[config.mk]
export PLATFORM = sky130hd
export DESIGN_NAME = alu_ctrl_stage
export DESIGN_NICKNAME = d
export VERILOG_FILES = /design/src/rtl/alu_pkg.sv /design/src/rtl/alu_decode.sv /design/src/rtl/alu_ctrl_stage.sv
export SDC_FILE = /design/constraint.sdc
export NUM_CORES = 1
export LEC_CHECK = 0
export CORE_UTILIZATION = 39
export CTS_BUF_LIST = sky130_fd_sc_hd__clkbuf_8
export CTS_CLUSTER_SIZE = 30
export DETAILED_ROUTE_END_ITERATION = 6
export GPL_TIMING_DRIVEN = 0
export PLACE_DENSITY_LB_ADDON = 0.08
export SETUP_SLACK_MARGIN = 0.02
export SLEW_MARGIN = 20
export SYNTH_ARGS = -nofsm -noshare
export SYNTH_HDL_FRONTEND = slang
export SYNTH_SLANG_ARGS = --single-unit
[constraint.sdc]
create_clock -name clk -period 1.35 [get_ports clk]
set_input_delay 0.2025 -clock clk [delete_from_list [all_inputs] [get_ports clk]]
set_output_delay 0.2025 -clock clk [all_outputs]
set_load 0.01 [all_outputs]
[src/rtl/alu_pkg.sv]
// Shared ALU op codes, MIPS opcode/funct constants and the decoded control bundle
// passed from the instruction decoder to the pipeline slot.
package alu_pkg;

    localparam int XLEN_DEF = 32;

    localparam logic [4:0] ALU_NOP  = 5'd0;
    localparam logic [4:0] ALU_XOR  = 5'd1;
    localparam logic [4:0] ALU_OR   = 5'd2;
    localparam logic [4:0] ALU_AND  = 5'd3;
    localparam logic [4:0] ALU_NOR  = 5'd4;
    localparam logic [4:0] ALU_SLL  = 5'd5;
    localparam logic [4:0] ALU_SRL  = 5'd6;
    localparam logic [4:0] ALU_SLT  = 5'd7;
    localparam logic [4:0] ALU_ADD  = 5'd8;
    localparam logic [4:0] ALU_ADDU = 5'd9;
    localparam logic [4:0] ALU_SUB  = 5'd10;
    localparam logic [4:0] ALU_SUBU = 5'd11;
    localparam logic [4:0] ALU_MULT = 5'd12;
    localparam logic [4:0] ALU_DIV  = 5'd13;
    localparam logic [4:0] ALU_SRA  = 5'd14;
    localparam logic [4:0] ALU_LUI  = 5'd15;

    localparam logic [5:0] OPC_RTYPE = 6'h00;
    localparam logic [5:0] OPC_BEQ   = 6'h04;
    localparam logic [5:0] OPC_BNE   = 6'h05;
    localparam logic [5:0] OPC_ADDI  = 6'h08;
    localparam logic [5:0] OPC_ADDIU = 6'h09;
    localparam logic [5:0] OPC_SLTI  = 6'h0A;
    localparam logic [5:0] OPC_ANDI  = 6'h0C;
    localparam logic [5:0] OPC_ORI   = 6'h0D;
    localparam logic [5:0] OPC_XORI  = 6'h0E;
    localparam logic [5:0] OPC_LUI   = 6'h0F;
    localparam logic [5:0] OPC_LW    = 6'h23;
    localparam logic [5:0] OPC_SW    = 6'h2B;

    localparam logic [5:0] FN_SLL  = 6'h00;
    localparam logic [5:0] FN_SRL  = 6'h02;
    localparam logic [5:0] FN_SRA  = 6'h03;
    localparam logic [5:0] FN_SLLV = 6'h04;
    localparam logic [5:0] FN_SRLV = 6'h06;
    localparam logic [5:0] FN_SRAV = 6'h07;
    localparam logic [5:0] FN_MULT = 6'h18;
    localparam logic [5:0] FN_DIV  = 6'h1A;
    localparam logic [5:0] FN_ADD  = 6'h20;
    localparam logic [5:0] FN_ADDU = 6'h21;
    localparam logic [5:0] FN_SUB  = 6'h22;
    localparam logic [5:0] FN_SUBU = 6'h23;
    localparam logic [5:0] FN_AND  = 6'h24;
    localparam logic [5:0] FN_OR   = 6'h25;
    localparam logic [5:0] FN_XOR  = 6'h26;
    localparam logic [5:0] FN_NOR  = 6'h27;
    localparam logic [5:0] FN_SLT  = 6'h2A;

    typedef struct packed {
        logic [4:0]          op;
        logic                a_sel;
        logic                b_sel;
        logic [XLEN_DEF-1:0] imm;
        logic                illegal;
    } alu_bundle_t;

    localparam alu_bundle_t BUNDLE_RST = '{op: ALU_NOP, a_sel: 1'b0, b_sel: 1'b0,
                                           imm: {XLEN_DEF{1'b0}}, illegal: 1'b0};

endpackage

[src/rtl/alu_decode.sv]
// Combinational MIPS instruction decoder producing the ALU control bundle.
module alu_decode
    import alu_pkg::*;
(
    input  logic [31:0] instr_i,
    output alu_bundle_t bundle_o
);

    logic [5:0]  opc_s;
    logic [5:0]  fn_s;
    logic        zext_s;
    logic        unused_rs_rt_s;

    assign opc_s          = instr_i[31:26];
    assign fn_s           = instr_i[5:0];
    assign unused_rs_rt_s = ^instr_i[25:16];

    // Logical immediates and LUI zero-extend; everything else sign-extends.
    assign zext_s = (opc_s == OPC_ANDI) || (opc_s == OPC_ORI) ||
                    (opc_s == OPC_XORI) || (opc_s == OPC_LUI);

    // Opcode/funct decode; undecodable encodings keep NOP and zero selects.
    always_comb begin
        bundle_o         = BUNDLE_RST;
        bundle_o.imm     = zext_s ? {16'h0000, instr_i[15:0]}
                                  : {{16{instr_i[15]}}, instr_i[15:0]};
        case (opc_s)
            OPC_RTYPE: begin
                case (fn_s)
                    FN_SLL:  begin bundle_o.op = ALU_SLL; bundle_o.a_sel = 1'b1; end
                    FN_SRL:  begin bundle_o.op = ALU_SRL; bundle_o.a_sel = 1'b1; end
                    FN_SRA:  begin bundle_o.op = ALU_SRA; bundle_o.a_sel = 1'b1; end
                    FN_SLLV: bundle_o.op = ALU_SLL;
                    FN_SRLV: bundle_o.op = ALU_SRL;
                    FN_SRAV: bundle_o.op = ALU_SRA;
                    FN_MULT: bundle_o.op = ALU_MULT;
                    FN_DIV:  bundle_o.op = ALU_DIV;
                    FN_ADD:  bundle_o.op = ALU_ADD;
                    FN_ADDU: bundle_o.op = ALU_ADDU;
                    FN_SUB:  bundle_o.op = ALU_SUB;
                    FN_SUBU: bundle_o.op = ALU_SUBU;
                    FN_AND:  bundle_o.op = ALU_AND;
                    FN_OR:   bundle_o.op = ALU_OR;
                    FN_XOR:  bundle_o.op = ALU_XOR;
                    FN_NOR:  bundle_o.op = ALU_NOR;
                    FN_SLT:  bundle_o.op = ALU_SLT;
                    default: bundle_o.illegal = 1'b1;
                endcase
            end
            OPC_ADDI, OPC_LW, OPC_SW: begin bundle_o.op = ALU_ADD;  bundle_o.b_sel = 1'b1; end
            OPC_ADDIU:                begin bundle_o.op = ALU_ADDU; bundle_o.b_sel = 1'b1; end
            OPC_SLTI:                 begin bundle_o.op = ALU_SLT;  bundle_o.b_sel = 1'b1; end
            OPC_ANDI:                 begin bundle_o.op = ALU_AND;  bundle_o.b_sel = 1'b1; end
            OPC_ORI:                  begin bundle_o.op = ALU_OR;   bundle_o.b_sel = 1'b1; end
            OPC_XORI:                 begin bundle_o.op = ALU_XOR;  bundle_o.b_sel = 1'b1; end
            OPC_LUI:                  begin bundle_o.op = ALU_LUI;  bundle_o.b_sel = 1'b1; end
            OPC_BEQ, OPC_BNE:         bundle_o.op = ALU_SUB;
            default:                  bundle_o.illegal = 1'b1;
        endcase
    end

endmodule

[src/rtl/alu_ctrl_stage.sv]
// Single-slot pipeline register between fetch and execute holding the decoded
// ALU control bundle, with valid/ready backpressure, flush and an illegal counter.
module alu_ctrl_stage
    import alu_pkg::*;
#(
    parameter int XLEN  = 32,
    parameter int CNT_W = 8
) (
    input  logic             clk,
    input  logic             rst_n,
    input  logic             flush,
    input  logic             in_valid,
    output logic             in_ready,
    input  logic [31:0]      instr,
    output logic             out_valid,
    input  logic             out_ready,
    output logic [4:0]       alu_operation,
    output logic             op_a_sel,
    output logic             op_b_sel,
    output logic [XLEN-1:0]  imm_ext,
    output logic             illegal,
    output logic [CNT_W-1:0] illegal_count
);

    alu_bundle_t      dec_s;
    alu_bundle_t      slot_q, slot_d;
    logic             valid_q, valid_d;
    logic [CNT_W-1:0] cnt_q, cnt_d;
    logic             load_s;

    alu_decode u_decode (
        .instr_i  (instr),
        .bundle_o (dec_s)
    );

    assign in_ready = !valid_q || out_ready;
    assign load_s   = in_valid && in_ready && !flush;

    // Slot next-state: flush dominates, then load, then consume drains the slot.
    always_comb begin
        valid_d = valid_q;
        slot_d  = slot_q;
        cnt_d   = cnt_q;
        if (flush) begin
            valid_d = 1'b0;
        end else if (load_s) begin
            valid_d = 1'b1;
            slot_d  = dec_s;
        end else if (out_ready) begin
            valid_d = 1'b0;
        end else begin
            valid_d = valid_q;
        end
        if (load_s && dec_s.illegal && (cnt_q != {CNT_W{1'b1}})) begin
            cnt_d = cnt_q + {{(CNT_W-1){1'b0}}, 1'b1};
        end else begin
            cnt_d = cnt_q;
        end
    end

    // Slot, valid bit and counter registers.
    always_ff @(posedge clk or negedge rst_n) begin
        if (!rst_n) begin
            valid_q <= 1'b0;
            slot_q  <= BUNDLE_RST;
            cnt_q   <= {CNT_W{1'b0}};
        end else begin
            valid_q <= valid_d;
            slot_q  <= slot_d;
            cnt_q   <= cnt_d;
        end
    end

    assign out_valid     = valid_q;
    assign alu_operation = slot_q.op;
    assign op_a_sel      = slot_q.a_sel;
    assign op_b_sel      = slot_q.b_sel;
    assign imm_ext       = slot_q.imm;
    assign illegal       = slot_q.illegal;
    assign illegal_count = cnt_q;

endmodule

==> results.toml <==
[setup_path]
path_class = "reg2reg"
cp-endpoint = "illegal_count[1]"
start_kind = "flop"
crit_fanout = 3
r2r-start = "illegal_count[0]"
crit_required_ns = 1.51
cp.arrival_ns = 1.67
cp-end-kind = "flop"
reg2reg_slack_ns = -0.16
r2r-end = "illegal_count[1]"
reg2regPathDepth = 5
crit_path_start = "illegal_count[0]"

[placed_design]
placed_cells = 361
place_area_sq_mm = 0.00273
dp_hpwl_mm = 3.39
place.gp.congestion = 0.832
port-buffer-count = 66

[synthesis]
synth_cell_types = 46
synth_largest_area_cell = "dfrtp_1"
synth_top_area_frac = 0.424
synth_fp_nets = 265
netlist_area_sq_mm = 0.00195
synthCells = 227
ys_seq_elements = 33
avgSynthCellArea_sq_um = 8.57
yosysWarnings = 0
synth_seq_area_share = 0.424
synth.area.top_cells = "dfrtp_1 (42%), nand2_1 (12%), buf_4 (6.6%)"

[global_route]
grt_pass1_wl_mm = 8.72
first_global_vias = 1791
antenna_found_initial = 0
grt_max_degree = 27
globalRouteTotalUtil = 0.211
grt_remaining_overflow = 0

[cells_and_area]
drive_above_1_share = 0.452
finalNonFillerCells = 410
final_common_cell = "buf_4"
final_area_sq_mm = 0.00345
area_growth_pct = 77.3
final_cell_mix = "buf_4 (49), nand2_1 (37), dfrtp_1 (32), dlygate4sd2_1 (32), nand2_2 (23)"
antenna_cells = 0
nets = 380

[clock_tree]
cts_max_level = 2
cts_root_buf = "clkbuf_8"
clkTransAtPathRegs_ns = 0.07
cts_tree = "done"
cts_sinks = 33
worstSkewPairLatency_ns = 0.28
cts_made_buffers = 5
clockBufferDepth = 2

[route]
vias_per_cell = 4.82
wirelength_mm = 5.77
vias = 1976
wl_per_cell_um = 14.1
first_pass_iters = 4
drc = 0
ant_nets = 0
drt_first_iter_violations = 109

[sta]
rsz0062_at_grt = "true"
min_period_ns = 1.51
fin_crit_sh = 1.12
fmax_ghz = 0.663
hold_viol_final = 0
finClkSkew_ns = 0.00376
setup_slack_ns = -0.157
final_max_slew_viol_count = 0
setup_violations = 13
holdWs_ns = 0.215

[floorplan]
pin_count = 87
dieWidth_um = 72.6
rows = 25
die_h_um = 72.6
start_util = 0.409
die-area_sq_mm = 0.00528
coreArea_sq_mm = 0.00475

[power]
power.density_mw_per_mm2 = 1010
peakVddDrop_mv = 0.488
power.leakage_nw = 1.72

[job]
drv_cap = 0

[status]
violations = "setup timing"
status = "finished, violations left"

[worst_hold_path]
hold_path.startpoint = "instr[1]"
hp-class = "in2reg"
## synthesized netlist by cell type, drive strengths merged
cell type,n
o311ai,2
xor2,3
conb,1
mux2,4
mux2i,1
a21oi,4
a21boi,1
and2,3
and3,3
inv,5
o41ai,1
o21a,2
nand3b,1
a211oi,1
a22oi,1
nor2,8
a31oi,5
nand4,4
nor3,7
nor4,1
nor3b,2
nor2b,5
nand2,64
a21o,1
nand2b,4
o21ai,10
ha,1
dfrtp,33
maj3,1
a32oi,1
buf,21
o31ai,2
nand4b,1
clkbuf,9
xnor2,4
nand3,10
## final cells by class
cell class,count,area [sq um]
Clock inverter,3,13.8
Inverter,5,18.8
Tap cell,67,83.8
Sequential cell,33,827
Fill cell,383,1310
Clock buffer,5,68.8
Buffer,29,282
Timing Repair Buffer,109,1020
Multi-Input combinational cell,159,1130
## critical path, stage by stage, from the launching register on
cell and delay, ns:
dfrtp_1 0.39, ha_2 0.20, and2_4 0.14, nand4_1 0.13, and3_4 0.24, mux2_4 0.30
## state kept, by name, summed over array words and instances, names as in the netlist
signal and flops:
out_valid 1, op_b_sel 1, op_a_sel 1, imm_ext 17
illegal 1, alu_operation 4, illegal_count 8
## kinds of logic after synthesis
| group | after synthesis | share of synthesized area |
|---|---|---|
| adder cells (fa/ha/maj) | 2 | 0.0122 |
| XOR/XNOR | 7 | 0.0315 |
| multiplexers | 5 | 0.0302 |
| flip-flops | 33 | 0.424 |
| AND/OR/NAND/NOR | 113 | 0.282 |
| buffers and inverters | 35 | 0.106 |
| other | 1 | 0.00193 |
| AO/OA/AOI/OAI | 31 | 0.112 |
## power breakdown
part           total (mW)  switching [mW]  internal [mW]  leakage, nW
sequential           1.29           0.136           1.16        0.415
clock               0.700           0.350          0.349       0.0491
combinational        1.49           0.643          0.847         1.26
## per-layer routing
layer | part of all wire | track usage | up-vias
met5 | 0 | 0 | -
met4 | 0.0087 | 0.0458 | 0
met3 | 0.053 | 0.0497 | 6
met2 | 0.53 | 0.364 | 58
met1 | 0.41 | 0.269 | 935
li1 | - | - | 977
## worst min-delay path by stage
stage	endpoint	slack, ns	cells after the start
detailed placement	illegal_count[6]	0.07	1
global route	imm_ext[3]	0.23	3
floorplan	alu_operation[0]	-0.09	0
finish	imm_ext[1]	0.22	3
CTS	imm_ext[1]	0.22	3
global placement	imm_ext[9]	0.46	2
## repair_timing
item                                   CTS  global route
resized for setup                      133            75
buffers inserted                        30             8
hold buffers                             1             0
cloned                                   0             4
pin swaps                               17            37
setup endpoints to repair               80            34
endpoints found under the hold margin    7             0
## per-stage QoR
step           setup slack, ns   util  total power, mW  TNS, ns
2_1_floorplan           -0.405      -             1.88    -2.14
3_3_place_gp             -1.07  0.572             2.51   -43.89
3_5_place_dp             -1.07  0.575             2.54   -22.35
4_1_cts                 -0.132  0.649             3.31   -0.659
5_1_grt                 -0.200  0.726             3.70    -2.28
6_report                -0.157  0.726             3.48   -0.879
(Power assumes the default switching activity.)
